===== config.mk =====
export PLATFORM = sky130hd
export DESIGN_NAME = junior_rr_arbiter
export DESIGN_NICKNAME = d
export VERILOG_FILES = /design/src/rtl/junior_rr_arbiter.sv
export SDC_FILE = /design/constraint.sdc
export NUM_CORES = 1
export LEC_CHECK = 0
export ABC_AREA = 1
export CAP_MARGIN = 20
export CORE_MARGIN = 8
export CORE_UTILIZATION = 46
export DETAILED_ROUTE_END_ITERATION = 12
export GPL_ROUTABILITY_DRIVEN = 1
export PLACE_DENSITY_LB_ADDON = 0.12
export REMOVE_ABC_BUFFERS = 1
export SLEW_MARGIN = 20
export SYNTH_ARGS = -nofsm -noshare
export SYNTH_HDL_FRONTEND = slang
export SYNTH_SLANG_ARGS = --single-unit

===== constraint.sdc =====
create_clock -name clk -period 1.2 [get_ports clk]
set_input_delay 0.24 -clock clk [delete_from_list [all_inputs] [get_ports clk]]
set_output_delay 0.24 -clock clk [all_outputs]
set_load 0.005 [all_outputs]

===== src/rtl/junior_rr_arbiter.sv =====
// junior_rr_lsb: isolates the lowest set bit of a vector and encodes its position.
// Latency: purely combinational, zero cycles.
// Backpressure: none; this block only screens a vector and does not hold any state.
module junior_rr_lsb #(
   parameter int WIDTH     = 8,
   parameter int IDX_WIDTH = 3
) (
   input  logic [WIDTH-1:0]     vec,
   output logic [WIDTH-1:0]     onehot,
   output logic [IDX_WIDTH-1:0] idx,
   output logic                 any
);

   // Two's-complement trick keeps only the lowest set bit; the downward scan leaves the lowest index in idx.
   always_comb begin
      onehot = vec & (~vec + WIDTH'(1));
      idx    = '0;
      for (int i = WIDTH - 1; i >= 0; i--) begin
         if (vec[i]) begin
            idx = IDX_WIDTH'(i);
         end
      end
      any = |vec;
   end

endmodule

// junior_rr_arbiter: round-robin grant of one shared port among REQ_COUNT requesters.
// Latency: a request sampled at an edge is granted after that edge; every release inserts one idle cycle.
// Backpressure: a held grant blocks all other requesters, which wait with req high until release.
module junior_rr_arbiter #(
   parameter int REQ_COUNT = 8,
   parameter int MAX_HOLD  = 16,
   parameter int IDX_WIDTH = ($clog2(REQ_COUNT) > 0 ? $clog2(REQ_COUNT) : 1)
) (
   input  logic                 clk,
   input  logic                 rst_n,
   input  logic [REQ_COUNT-1:0] req,
   input  logic [REQ_COUNT-1:0] en_mask,
   input  logic                 done,
   output logic [REQ_COUNT-1:0] grant,
   output logic [IDX_WIDTH-1:0] grant_idx,
   output logic                 busy,
   output logic                 timeout
);

   // The counter only needs to reach MAX_HOLD-1; an unlimited hold keeps a 1-bit saturating counter.
   localparam int                HOLD_W       = (MAX_HOLD > 1) ? $clog2(MAX_HOLD) : 1;
   localparam int                HOLD_LAST_I  = (MAX_HOLD > 0) ? (MAX_HOLD - 1) : 0;
   localparam logic [HOLD_W-1:0] HOLD_LAST    = HOLD_W'(HOLD_LAST_I);
   localparam bit                HOLD_LIMITED = (MAX_HOLD != 0);

   typedef enum logic {
      IDLE = 1'b0,
      BUSY = 1'b1
   } state_t;

   state_t                 state_q;
   state_t                 state_d;
   logic [REQ_COUNT-1:0]   grant_q;
   logic [REQ_COUNT-1:0]   grant_d;
   logic [IDX_WIDTH-1:0]   grant_idx_q;
   logic [IDX_WIDTH-1:0]   grant_idx_d;
   logic [HOLD_W-1:0]      hold_cnt_q;
   logic [HOLD_W-1:0]      hold_cnt_d;
   logic [REQ_COUNT-1:0]   pri_mask_q;
   logic [REQ_COUNT-1:0]   pri_mask_d;
   logic                   timeout_q;
   logic                   timeout_d;

   logic [REQ_COUNT-1:0]   cand;
   logic [REQ_COUNT-1:0]   masked;
   logic [REQ_COUNT-1:0]   masked_oh;
   logic [IDX_WIDTH-1:0]   masked_idx;
   logic                   masked_any;
   logic [REQ_COUNT-1:0]   cand_oh;
   logic [IDX_WIDTH-1:0]   cand_idx;
   logic                   cand_any;
   logic [REQ_COUNT-1:0]   win_oh;
   logic [IDX_WIDTH-1:0]   win_idx;
   logic                   grantee_req;
   logic [REQ_COUNT-1:0]   above_grantee;
   logic                   release_c;

   // Eligible requesters, and the subset sitting above the last winner.
   always_comb begin
      cand   = req & en_mask;
      masked = cand & pri_mask_q;
   end

   // Masked pass: lowest eligible requester above the last winner.
   junior_rr_lsb #(
      .WIDTH     (REQ_COUNT),
      .IDX_WIDTH (IDX_WIDTH)
   ) u_masked_pick (
      .vec    (masked),
      .onehot (masked_oh),
      .idx    (masked_idx),
      .any    (masked_any)
   );

   // Fallback pass: lowest eligible requester overall, used when the masked pass is empty.
   junior_rr_lsb #(
      .WIDTH     (REQ_COUNT),
      .IDX_WIDTH (IDX_WIDTH)
   ) u_cand_pick (
      .vec    (cand),
      .onehot (cand_oh),
      .idx    (cand_idx),
      .any    (cand_any)
   );

   // Winner choice plus grantee-derived helpers for the release path.
   always_comb begin
      win_oh        = masked_any ? masked_oh  : cand_oh;
      win_idx       = masked_any ? masked_idx : cand_idx;
      grantee_req   = |(req & grant_q);
      // Bits strictly above the one-hot grantee; the top requester yields all zeros.
      above_grantee = ~(grant_q | (grant_q - REQ_COUNT'(1)));
   end

   // Next-state logic: grant from IDLE, then release on done, abandon or hold limit, in that order.
   always_comb begin
      state_d     = state_q;
      grant_d     = grant_q;
      grant_idx_d = grant_idx_q;
      hold_cnt_d  = hold_cnt_q;
      pri_mask_d  = pri_mask_q;
      timeout_d   = 1'b0;
      release_c   = 1'b0;
      case (state_q)
         IDLE: begin
            if (cand_any) begin
               state_d     = BUSY;
               grant_d     = win_oh;
               grant_idx_d = win_idx;
               hold_cnt_d  = '0;
            end
         end
         BUSY: begin
            if (done) begin
               release_c = 1'b1;
            end else if (!grantee_req) begin
               release_c = 1'b1;
            end else if (HOLD_LIMITED && (hold_cnt_q == HOLD_LAST)) begin
               release_c = 1'b1;
               timeout_d = 1'b1;
            end else if (hold_cnt_q != '1) begin
               hold_cnt_d = hold_cnt_q + HOLD_W'(1);
            end
            if (release_c) begin
               state_d     = IDLE;
               grant_d     = '0;
               grant_idx_d = '0;
               pri_mask_d  = above_grantee;
            end
         end
         default: begin
            state_d = IDLE;
         end
      endcase
   end

   // State register; reset drops any grant at once and restores bit 0 as top priority.
   always_ff @(posedge clk or negedge rst_n) begin
      if (!rst_n) begin
         state_q     <= IDLE;
         grant_q     <= '0;
         grant_idx_q <= '0;
         hold_cnt_q  <= '0;
         pri_mask_q  <= '1;
         timeout_q   <= 1'b0;
      end else begin
         state_q     <= state_d;
         grant_q     <= grant_d;
         grant_idx_q <= grant_idx_d;
         hold_cnt_q  <= hold_cnt_d;
         pri_mask_q  <= pri_mask_d;
         timeout_q   <= timeout_d;
      end
   end

   assign grant     = grant_q;
   assign grant_idx = grant_idx_q;
   assign busy      = (state_q == BUSY);
   assign timeout   = timeout_q;

endmodule

==> results of run 1 <==
## metal layers
layer  vias up  global-route usage [%]
met4         0                   7.036
met2        89                   33.94
li1        953                       -
met1       996                   23.17
met3        33                   2.895
met5         -                       0
## worst max-delay path by stage
stage,cells past startpoint,end,startpoint,slack (ns)
floorplan,11,pri_mask_q[7]$_DFFE_PN1P_,hold_cnt_q[0]$_DFFE_PN0P_,-0.15
global placement,9,grant[7]$_DFFE_PN0P_,req[6],-0.50
detailed placement,9,hold_cnt_q[3]$_DFFE_PN0P_,req[6],-0.52
CTS,11,grant[3]$_DFFE_PN0P_,hold_cnt_q[0]$_DFFE_PN0P_,-0.26
global route,8,grant[2]$_DFFE_PN0P_,pri_mask_q[3]$_DFFE_PN1P_,-0.36
finish,10,grant[5]$_DFFE_PN0P_,grant[4]$_DFFE_PN0P_,-0.30
## state kept, by name (all words and copies together) (netlist names)
name / count
busy: 1
grant: 8
grant_idx: 3
hold_cnt_q: 4
pri_mask_q: 8
timeout: 1
## power by group
group          leakage [nW]  total (mW)  switching, mW  internal, mW
sequential            0.309        1.43          0.211          1.22
combinational          1.17        4.28           2.14          2.15
clock                0.0150       0.398          0.268         0.130
total                  1.49        6.11           2.61          3.49
## cells in the mapped netlist (2+ instances only)
cell	number
a21oi_1	2
or2_2	2
o21bai_1	2
inv_2	2
nand2_4	2
a31oi_1	2
dfstp_2	8
nand3_2	4
o21ai_1	4
buf_6	2
dfrtp_1	17
nor3_1	3
o21ai_2	5
nand3_1	37
nor2_1	15
nor2_2	2
nand2_2	12
nor2_4	2
o21ai_0	11
inv_1	24
nand2_1	66
## final cells by class
class / count / area (µm²) / area share [%]
Multi-Input combinational cell: 173 / 1020 / 35.89
Timing Repair Buffer: 108 / 1005 / 35.36
Sequential cell: 25 / 635.6 / 22.37
Inverter: 26 / 97.59 / 3.435
Tap cell: 46 / 57.56 / 2.026
Clock buffer: 4 / 26.28 / 0.9247
## metrics by stage
stage,hold WS (ns),power (mW),utilization [%],worst slack (ns),instances
after floorplan,-0.05559,2.844,-,-0.1516,224
after global placement,0.4567,4.357,69.58,-0.4985,348
after detailed placement,0.4628,4.402,69.58,-0.5205,348
after CTS,0.2550,5.247,76.85,-0.2564,373
after global routing,0.2536,6.445,83.83,-0.3630,382
final,0.2510,6.109,83.83,-0.2981,382
## what timing repair did
action                                  4_1_cts  5_1_grt
gates resized for setup                      62       45
buffers inserted                             21        8
endpoints found under the setup margin       37       36
cloned                                        0        2
hold buffers                                  0        0
pin swaps                                     3       18
## logic make-up (layout without fill, tap and decap cells)
family,after synthesis,after routing
simple gates,145,145
compound gates,26,26
xor+xnor,1,1
buf+inv,29,138
flops,25,25
fa+ha+maj,1,1
==> flow_summary_export.csv, run 1 <==
group,metric,value,unit
clock_network,clkSlewWorstSetupHoldPaths,0.14,ns
job,drv_cap,0,
synth,synth_fa_ha_area_share,0.7639,%
drt,routed_via_density,5.421,
grt,first_global_vias,1919,
timing,fin_crit_sh,124.8,%
finish,final.fill_count,217,
placement,dp_hpwl,3884,µm
critical_path,cp.buffers_inverters,2,
floorplanning,fp-row-count,21,
critical_path,crit_arrival,1.72,ns
synth,yosys.area_share.simple,42.09,%
critical_path,worstSetupPathType,"reg -> reg",
timing,tightest_slew,0.2786,ns
drt,drtIter0Drc,133,
drt,via_count,2071,
worst_hold_path,holdCritPathClass,"in -> async",
grt,antenna_found_initial,0,
pwr,ir_drop,1.165,mV
finish,area_growth,73.49,%
placement,gp_congestion,0.8917,
timing,max_freq,0.6675,GHz
critical_path,startpoint_type,"flop",
run_status,violations,"setup timing",
drt,topRoutingLayerUsed,"met4",
timing,finalCriticalPeriod,1.498,ns
clock_network,cts_buffer_depth,2,
grt,overflow,0,
finish,diodes,0,
finish,drive_gt1_share,49.40,%
critical_path,crit_fanout,7,
placement,portBuffers,31,
synth,synthesis.area,0.001638,mm²
synth,synth.area.mux_share,0,%
critical_path,crit_top_cell,"nand2_1",
synth,synth_flop_cell,"dfrtp_1",
timing,hold_viol,0,
finish,fin_nets,357,
floorplanning,io_pins,32,
floorplanning,dieHeight,75.67,µm
floorplanning,dieArea,0.005726,mm²
critical_path,r2r_start,"grant[4]$_DFFE_PN0P_",
floorplanning,dieWidth,75.67,µm
clock_network,cts_tree,"done",
timing,setup_violations,33,
drt,wl,6405,µm
critical_path,worstRegToRegCells,10,
synth,ys_top_cells_by_area,"dfrtp_1 (26%), nand2_1 (15%), dfstp_2 (13%)",
synth,synth_top_area_share,25.97,%
critical_path,reg2reg_slack,-0.30,ns
synth,synth-compound-area-share,9.549,%
timing,slew_violations,0,
critical_path,cpPeakStageDelay,0.44,ns
drt,wl_met3,354,µm
synth,synth_top_family_by_area,"simple AND/OR/NAND/NOR gates",
synth,ys_seq_area_share,38.81,%
grt,grt_max_degree,26,
critical_path,crit_chain,"buf_4, nand2_1, nand2_1, nor2_2, nand2_2, nand2_4, nand2_8, buf_12, nand3_1, nand2_1",
synth,ys_warn_count,0,
timing,worst_slack,-0.2981,ns
grt,grt_pass1_wl,8445,µm
clock_network,cts_sinks,25,
clock_network,root_buffer,"clkbuf_4",
critical_path,critical_path.top_delay_family,"simple AND/OR/NAND/NOR gates",
drt,dr.pass1.iters,5,
placement,place_area,0.002359,mm²
grt,grt_usage,19.32,%
synth,synth_cell_types,24,
drt,dr_wl_met2,3295,µm
floorplanning,core_area,0.003390,mm²
critical_path,end_kind,"flop",
clock_network,htreeDepth,1,
synth,synth.largest_area_cell,"dfrtp_1",
synth,async_flop_share,100.0,%
finish,fin_area,0.002841,mm²
run_status,status,"complete, but fails checks",
synth,synth_xor_area_share,0.5348,%
timing,relSlewSlack,81.23,%
synth,synth-edff-count,0,
synth,ys_ff_latch,25,
critical_path,r2r-end,"grant[5]$_DFFE_PN0P_",
finish,final_cell_mix,"buf_4 (58), nand2_1 (50), nand3_1 (27), nand2_2 (26), inv_1 (22)",
finish,final_common_cell,"buf_4",
drt,drc,0,
clock_network,clock_latency,0.33,ns
drt,wl_per_cell,16.77,µm
clock_network,numCtsBuffers,3,
drt,drtAntennaViolNets,0,
timing,rsz0062_at_grt,"yes",
pwr,pwr_density_cell,2150,mW/mm²
timing,finalSetupTns,-6.676,ns
drt,drt-met1-wl,2456,µm
timing,skew,0.003223,ns
synth,syn_area_per_cell,7.215,µm²
floorplanning,initial_core_util,48.32,%
pwr,p_leak,1.493,nW
critical_path,slowest_stage,"dfrtp_1",
critical_path,crit_required,1.43,ns
synth,postSynthCellCount,227,
Power figures use the tool's default switching activity.
==> run 2, diff against run 1 <==
- CAP_MARGIN: 20 -> 15
==> results of run 2 <==
Final layout, timing and power as in run 1 (identical DEF).
